[src/rtl/snitch_sim_ctrl_pkg.sv]
// Shared types and defaults for the simulation controller.
// The optional watchdog is enabled with SNITCH_SIM_CTRL_WATCHDOG_EN.
package snitch_sim_ctrl_pkg;

    typedef enum logic [1:0] {
        RESET_HOLD = 2'd0,
        RUN        = 2'd1,
        HOST_WAIT  = 2'd2,
        DONE       = 2'd3
    } sim_state_e;

    localparam int unsigned DefaultTimeoutCode = 32'h7F;

    // Exit code drops the tohost "exit" flag bit, so it is one bit narrower than the data.
    typedef logic [30:0] exit_code_t;

    function automatic int unsigned exit_code_width(input int unsigned data_width);
        return data_width - 1;
    endfunction

endpackage

[src/rtl/snitch_sim_ctrl_wdt.sv]
// Idle watchdog: down-counter that expires after Cycles enabled, uncleared cycles.
// Only instantiated when SNITCH_SIM_CTRL_WATCHDOG_EN is defined.
module snitch_sim_ctrl_wdt
    import snitch_sim_ctrl_pkg::*;
#(
    parameter int unsigned Cycles = 1_000_000
) (
    input  logic clk_i,
    input  logic rst_ni,
    input  logic clr_i,
    input  logic en_i,
    output logic expire_o
);

    localparam int unsigned    CntW = (Cycles > 1) ? $clog2(Cycles) : 1;
    localparam logic [CntW-1:0] Load = CntW'(Cycles - 1);

    logic [CntW-1:0] cnt_q, cnt_d;

    always_comb begin
        cnt_d = cnt_q;
        if (clr_i) begin
            cnt_d = Load;
        end else if (en_i && (cnt_q != '0)) begin
            cnt_d = cnt_q - 1'b1;
        end
    end

    // A clear in the expiry cycle counts as activity, so it suppresses the timeout.
    assign expire_o = en_i & ~clr_i & (cnt_q == '0);

    always_ff @(posedge clk_i) begin
        if (!rst_ni) begin
            cnt_q <= Load;
        end else begin
            cnt_q <= cnt_d;
        end
    end

endmodule

[src/rtl/snitch_sim_ctrl.sv]
// Simulation controller: cluster reset sequencing and tohost mailbox decode.
// Optional idle watchdog under SNITCH_SIM_CTRL_WATCHDOG_EN.
//
// state      | meaning
// RESET_HOLD | cluster held in reset, counting down RstCycles
// RUN        | cluster running, mailbox writes accepted
// HOST_WAIT  | syscall pending, waiting for host_ack_i
// DONE       | simulation finished, exit code frozen until reset
module snitch_sim_ctrl
    import snitch_sim_ctrl_pkg::*;
#(
    parameter int unsigned          AddrWidth      = 32,
    parameter int unsigned          DataWidth      = 32,
    parameter logic [AddrWidth-1:0] ToHostAddr     = '0,
    parameter int unsigned          RstCycles      = 16,
    parameter int unsigned          WatchdogCycles = 1_000_000,
    parameter int unsigned          TimeoutCode    = DefaultTimeoutCode
) (
    input  logic                 clk_i,
    input  logic                 rst_ni,
    output logic                 cluster_rst_no,
    input  logic                 wr_valid_i,
    output logic                 wr_ready_o,
    input  logic [AddrWidth-1:0] wr_addr_i,
    input  logic [DataWidth-1:0] wr_data_i,
    output logic                 host_req_o,
    output logic [DataWidth-1:0] host_data_o,
    input  logic                 host_ack_i,
    output logic                 done_o,
    output logic [DataWidth-2:0] exit_code_o
);

    localparam int unsigned ExitW = exit_code_width(DataWidth);
    localparam int unsigned RstW  = (RstCycles > 1) ? $clog2(RstCycles) : 1;

    sim_state_e           state_q, state_d;
    logic [RstW-1:0]      rst_cnt_q, rst_cnt_d;
    logic                 cluster_rst_q, cluster_rst_d;
    logic                 wr_ready_q, wr_ready_d;
    logic                 host_req_q, host_req_d;
    logic [DataWidth-1:0] host_data_q, host_data_d;
    logic                 done_q, done_d;
    logic [ExitW-1:0]     exit_code_q, exit_code_d;

    logic tohost_wr;
    logic wdt_expire;

    assign tohost_wr = wr_valid_i & wr_ready_q & (wr_addr_i == ToHostAddr);

`ifdef SNITCH_SIM_CTRL_WATCHDOG_EN
    logic wdt_clr;
    logic wdt_en;

    assign wdt_clr = tohost_wr | ((state_q == HOST_WAIT) & host_ack_i);
    assign wdt_en  = (state_q == RUN) | (state_q == HOST_WAIT);

    snitch_sim_ctrl_wdt #(
        .Cycles(WatchdogCycles)
    ) i_wdt (
        .clk_i   (clk_i),
        .rst_ni  (rst_ni),
        .clr_i   (wdt_clr),
        .en_i    (wdt_en),
        .expire_o(wdt_expire)
    );
`else
    logic unused_cfg;

    assign unused_cfg = ^{TimeoutCode, WatchdogCycles};
    assign wdt_expire = 1'b0;
`endif

    always_comb begin
        state_d     = state_q;
        rst_cnt_d   = rst_cnt_q;
        host_data_d = host_data_q;
        exit_code_d = exit_code_q;
        case (state_q)
            RESET_HOLD: begin
                if (rst_cnt_q == '0) begin
                    state_d = RUN;
                end else begin
                    rst_cnt_d = rst_cnt_q - 1'b1;
                end
            end
            RUN: begin
                // A real write outranks a watchdog expiry landing in the same cycle.
                if (tohost_wr && (wr_data_i != '0)) begin
                    if (wr_data_i[0]) begin
                        state_d     = DONE;
                        exit_code_d = wr_data_i[DataWidth-1:1];
                    end else begin
                        state_d     = HOST_WAIT;
                        host_data_d = wr_data_i;
                    end
                end else if (wdt_expire) begin
                    state_d     = DONE;
                    exit_code_d = ExitW'(TimeoutCode);
                end
            end
            HOST_WAIT: begin
                if (host_ack_i) begin
                    state_d = RUN;
                end else if (wdt_expire) begin
                    state_d     = DONE;
                    exit_code_d = ExitW'(TimeoutCode);
                end
            end
            DONE: begin
                state_d = DONE;
            end
            default: begin
                state_d = RESET_HOLD;
            end
        endcase

        cluster_rst_d = (state_d != RESET_HOLD);
        wr_ready_d    = (state_d == RUN);
        host_req_d    = (state_d == HOST_WAIT);
        done_d        = (state_d == DONE);
    end

    always_ff @(posedge clk_i) begin
        if (!rst_ni) begin
            state_q       <= RESET_HOLD;
            rst_cnt_q     <= RstW'(RstCycles - 1);
            cluster_rst_q <= 1'b0;
            wr_ready_q    <= 1'b0;
            host_req_q    <= 1'b0;
            host_data_q   <= '0;
            done_q        <= 1'b0;
            exit_code_q   <= '0;
        end else begin
            state_q       <= state_d;
            rst_cnt_q     <= rst_cnt_d;
            cluster_rst_q <= cluster_rst_d;
            wr_ready_q    <= wr_ready_d;
            host_req_q    <= host_req_d;
            host_data_q   <= host_data_d;
            done_q        <= done_d;
            exit_code_q   <= exit_code_d;
        end
    end

    assign cluster_rst_no = cluster_rst_q;
    assign wr_ready_o     = wr_ready_q;
    assign host_req_o     = host_req_q;
    assign host_data_o    = host_data_q;
    assign done_o         = done_q;
    assign exit_code_o    = exit_code_q;

endmodule

[config.mk]
export PLATFORM = sky130hd
export DESIGN_NAME = snitch_sim_ctrl
export DESIGN_NICKNAME = d
export VERILOG_FILES = /design/src/rtl/snitch_sim_ctrl_pkg.sv /design/src/rtl/snitch_sim_ctrl_wdt.sv /design/src/rtl/snitch_sim_ctrl.sv
export SDC_FILE = /design/constraint.sdc
export NUM_CORES = 1
export LEC_CHECK = 0
export CAP_MARGIN = 20
export CORE_ASPECT_RATIO = 0.5
export CORE_MARGIN = 3
export CORE_UTILIZATION = 39
export CTS_CLUSTER_SIZE = 10
export DETAILED_ROUTE_END_ITERATION = 6
export PLACE_DENSITY = 0.8
export SLEW_MARGIN = 10
export SYNTH_ARGS = -nofsm -noshare
export SYNTH_HDL_FRONTEND = slang
export SYNTH_SLANG_ARGS = --single-unit
[constraint.sdc]
create_clock -name clk_i -period 1.72 [get_ports clk_i]
set_input_delay 0.344 -clock clk_i [delete_from_list [all_inputs] [get_ports clk_i]]
set_output_delay 0.344 -clock clk_i [all_outputs]
set_load 0.03 [all_outputs]
Word level (Yosys, flattened, before mapping)
Index checks and enable logic that the tools add are counted.

storage, ports and cells
  flip-flop bits (word level) = 72
  input port bits = 68

operators by class
  add/subtract/negate cells = 1
  reductions and logical operators = 9
  equality and inequality tests = 6
  bitwise operators = 4
  mux-type cells = 5

operators with widths
  kind                                                  count
  zero test 32 bit                                      1
  nonzero test 32 bit                                   1
  equality test 2 bit (second input constant)           4
  case mux 2 bit (4 select lines)                       1
  two-way mux 2 bit                                     3
  AND reduction 3 bit                                   2
  equality test 2 x 1 -> 1 bit (second input constant)  2
  zero test 4 bit                                       1
  subtractor 4 x 1 -> 4 bit (second input constant)     1
  bitwise AND 1 bit                                     2
  zero test 2 bit                                       1
  NOT 1 bit                                             2
  AND reduction 2 bit                                   1
  nonzero test 2 bit                                    1
  logical AND 1 bit                                     1
  two-way mux 1 bit                                     1

Logic depth before layout (Yosys ltp)
  depth in word-level cells = 6
  gate-level depth with buffers = 7

Least setup slack after synthesis
No wires, ideal clock.

  path type = input port to flip-flop
  start point = input port wr_addr_i[4]
  end point = register host_data_q[21] (netlist: host_data_o[21])
  data required time = 1.588 ns
  data arrival time = 1.662 ns
  cell stages on the path = 6
  path slack = -0.075 ns
  buffers on the path = 1
  cell sequence = or4_4 > nor3_4 > o2111ai_2 > buf_6 > o31ai_1 > a21oi_1

between the ends
  word-level cells in the longest chain between the ends = 4

RTL lines
  element                               line                    text
  start: declaration                    snitch_sim_ctrl.sv:24   input logic [AddrWidth-1:0] wr_addr_i,
  zero test 32 bit                      snitch_sim_ctrl.sv:48   assign tohost_wr = wr_valid_i & wr_ready_q & (wr_addr_i == ToHostAddr);
  bitwise AND 1 bit                     snitch_sim_ctrl.sv:48
  logical AND 1 bit                     snitch_sim_ctrl.sv:88   if (tohost_wr && (wr_data_i != '0)) begin
  AND reduction 3 bit (no source line)  n/a
  end signal: assignment                snitch_sim_ctrl.sv:139  host_data_q <= host_data_d;
  end: declaration                      snitch_sim_ctrl.sv:41   logic [DataWidth-1:0] host_data_q, host_data_d;

No other way between the ends.
A chain may end at the register's enable or synchronous reset.

Final worst setup path
  start point = input port wr_data_i[1]
  end point = register host_data_q[18] (netlist: host_data_o[18])

between the ends
  word-level cells in the longest chain between the ends = 3

RTL lines
  element                               line                   text
  start: declaration                    snitch_sim_ctrl.sv:25  input logic [DataWidth-1:0] wr_data_i,
  nonzero test 32 bit                   snitch_sim_ctrl.sv:88
  logical AND 1 bit                     snitch_sim_ctrl.sv:88
  AND reduction 3 bit (no source line)  n/a

No other way between the ends.

==> summary.md <==
| Metric | Value |
|---|---|
| Status | complete, but fails checks |
| Failing checks | setup timing |
| Post-synthesis sequential area ratio | 0.430 |
| Starting density of the core | 0.410 |
| Die width | 137 µm |
| Max stage delay cell, worst path | nor4_1 |
| Max Cap Viol | 0 |
| Pin count of the biggest net entering global routing | 36 |
| Worst relative slew slack | 0.599 |
| Worst Clk Skew | slightly below 0.006 ns |
| Pwr/cell area | about 680 nW/µm² |
| RSZ-0062 raised after global routing | true |
| Multi-input gate area | 1930 µm² |
| Post-Syn Area | 3350 µm² |
| YS warnings | 0 |
| Worst-path clk slew | approximately 0.060 ns |
| Gr ovfl total | 0 |
| Setup CP Type | input port to flip-flop |
| Num rows | 23 |
| Startpoint types | input port |
| Switching Share | 0.230 |
| Final ANT Viol Nets | 0 |
| Final Wtd Congestion | 0.818 |
| Root buf cell | clkbuf_16 |
| Post-synth net total | 432 |
| P_int | between 2 and 3 mW |
| Share of layout cells above drive strength 1 | 0.290 |
| Core ar. | roughly 8000 µm² |
| Fill count | 588 |
| PortBufs | 133 |
| Diodes inserted | 0 |
| Synth Area per Inst | between 9 and 10 µm² |
| GRT Util Overall | 0.221 |
| Minimum clock period | 1.99 ns |
| Comb pwr share | 0.092 |
| Initial antenna violation count | 0 |
| Crit path capture type | flip-flop |
| Vias in the first global route | ~3300 |
| Final setup margin | -0.275 ns |
| Die area | slightly below 10000 µm² |
| Required time worst endpoint | between 1.5 and 2 ns |
| Crit-path max FO | 10 |
| Mean number of vias per cell | roughly 5.5 |
| Netlist cell types | 41 |
| Wirelength, routed | 12.0 mm |
| I/O pin count | approximately 140 |
| Fin. Hold Viols | 0 |
| Fin nets | 600 |
| Total power | 3.84 mW |
| Final Cycle Share | 1.16 |
| Reg power frac | 0.438 |
| VDD IR-drop max | 504 µV |
| CTS tree | done |
| Num CTS Buffers | 9 |
| Worst-skew pair later-pin latency | 0.34 ns |
| Critical Path, Cell by Cell | dlygate4sd2_1 -> nor4_1 -> nand4_1 -> buf_4 -> o2111ai_4 -> buf_12 -> clkbuf_16 -> o31ai_2 -> a21oi_1 |
| Leakage power | approximately 2.6 nW |
| Clk buf depth | 2 |
| Clock power share | 0.471 |
| Final setup fails | 38 |
| Area Overhead vs Synth | 68.9% |
| Global-route wire length before repair | approximately 17 mm |
| Drt drc | 0 |
| Initial DRC count | 259 |
| Fmax | 0.501 GHz |
| Max Slew Vio Count | 0 |
| Switching pwr | 0.884 mW |
| Register cell area after layout | 1450 µm² |
| WL/cell | 18.5 µm |
| Max incr delay on CP | 0.39 ns |
| Hold WC Path Type | input port to flip-flop |
| Final hold slack | approximately 0.29 ns |
| #FFs+latches synth | 72 |
| Height of the chip | around 72 µm |
| Detailed Place HPWL | about 7.7 mm |
| Routed vias | 3588 |
| CTS sink cnt | between 70 and 80 |
| H-tree Lvls | 3 |
| Slew @ Worst Pin | 0.601 ns |
| Synth Instances | 363 |
| WP data arrival | 2.24 ns |
| Drt pass-1 iters | 4 |
## kinds of logic (layout without fill, tap and decap cells)
logic type      Yosys count  count (layout)  synth area share
xor+xnor                  2               2           0.00522
other cells               1               1           0.00112
compound gates           71              71             0.169
flops                    72              72             0.430
simple gates            145             145             0.226
buf+inv                  40             212            0.0716
mux                      31              31            0.0925
fa+ha+maj                 1               1           0.00373
## worst paths after layout
check | slack, ns | from | endpoint | depth (start not counted)
worst max register to register | -0.11 | wr_ready_o | host_data_o[18] | 8
worst max-delay path | -0.27 | wr_data_i[1] | host_data_o[18] | 9
worst min-delay path | 0.29 | wr_data_i[27] | exit_code_o[26] | 3
worst min register to register | 0.45 | exit_code_o[14] | exit_code_o[14] | 2
## layout make-up
class	instances	area share
well taps	112	0.0247
clock buffers	12	0.0417
multi-input cells	251	0.341
inverters	4	0.00265
repair buffers	193	0.327
clock inverters	3	0.00773
flip-flops and latches	72	0.255
## worst max-delay path, delay by kind of cell
family | cells | cell delay [ns]
compound gates | 3 | 0.49
simple gates | 2 | 0.61
buf+inv | 4 | 0.78
## Yosys cell counts
master | number | area share
nor4_1 | 20 | 0.037
nand2_1 | 68 | 0.076
and2_1 | 1 | 0.0019
o2111ai_2 | 1 | 0.0045
buf_6 | 9 | 0.030
xnor2_1 | 2 | 0.0052
nand2b_1 | 2 | 0.0037
nor4b_1 | 2 | 0.0052
nor3_1 | 1 | 0.0015
o211ai_1 | 1 | 0.0022
a22oi_1 | 1 | 0.0022
dfxtp_1 | 72 | 0.43
buf_2 | 3 | 0.0045
and4_1 | 1 | 0.0026
and3_1 | 2 | 0.0037
o31ai_2 | 21 | 0.078
or4_4 | 1 | 0.0034
or3b_2 | 1 | 0.0026
mux2i_1 | 31 | 0.093
and4_2 | 1 | 0.0030
o31ai_1 | 10 | 0.022
o311a_1 | 1 | 0.0030
buf_4 | 2 | 0.0045
nor3_4 | 1 | 0.0049
ha_1 | 1 | 0.0037
clkbuf_1 | 19 | 0.021
nor2b_1 | 1 | 0.0019
a21oi_1 | 33 | 0.049
nand4_1 | 34 | 0.063
o21ai_0 | 1 | 0.0015
clkbuf_4 | 3 | 0.0067
nand4b_1 | 1 | 0.0026
clkinv_1 | 1 | 0.0011
conb_1 | 1 | 0.0011
nand3_1 | 2 | 0.0030
a211oi_1 | 1 | 0.0022
nor3b_1 | 1 | 0.0022
nor4bb_1 | 1 | 0.0030
inv_1 | 3 | 0.0034
o2111a_2 | 1 | 0.0037
nor2_1 | 4 | 0.0045
## flip-flops by register name, indices dropped and copies added, names as in the netlist
register and flops:
cluster_rst_no 1, done_o 1, exit_code_o 31, host_data_o 31
host_req_o 1, rst_cnt_q 4, state_q 2, wr_ready_o 1
## power by group through the flow
stage	registers (mW)	logic, mW	clock network [mW]
2_1_floorplan	1.71	0.105	0
3_3_place_gp	1.71	0.360	0
3_5_place_dp	1.71	0.365	0
4_1_cts	1.68	0.327	1.83
5_1_grt	1.68	0.377	1.90
6_report	1.68	0.352	1.81
## routing by layer
layer	share of wire	wire length, µm	track usage	up-vias
li1	-	-	-	1683
met1	0.40	4830	0.279	1749
met2	0.51	6140	0.365	127
met3	0.060	715	0.0624	29
met4	0.027	318	0.0785	0
met5	0	0	0	-
## repair_timing
item,4_1_cts,5_1_grt
setup endpoints to repair,91,89
gates cloned,1,3
resized for setup,121,94
hold buffers,0,0
pin swaps,23,17
buffers inserted,1,3
## cells in the final DEF, fill, tap and decap left out, drive strengths merged, types with 2 or more instances in the layout
cell,count
clkdlybuf4s50,18
nand3,2
and4,2
nand2,68
nor4b,2
o31ai,31
nor4,20
dfxtp,72
clkbuf,31
dlymetal6s2s,26
nor2,4
buf,62
and3,2
nor3,2
xnor2,2
clkdlybuf4s15,9
a21oi,33
mux2i,31
inv,3
nand2b,2
dlygate4sd2,59
nand4,34
clkinv,3
## metrics by stage
stage | TNS (ns) | instances | util | setup slack, ns | area [µm²]
finish | -4.88 | 647 | 0.693 | -0.275 | 5660
global route | -7.42 | 647 | 0.693 | -0.288 | 5660
floorplan | -3.11 | 363 | - | -0.0748 | 3380
global placement | -36.41 | 624 | 0.620 | -0.610 | 5070
detailed placement | -39.31 | 624 | 0.620 | -0.694 | 5070
CTS | -0.683 | 641 | 0.657 | -0.0913 | 5370
No activity file was read; power rests on OpenSTA's default activity.
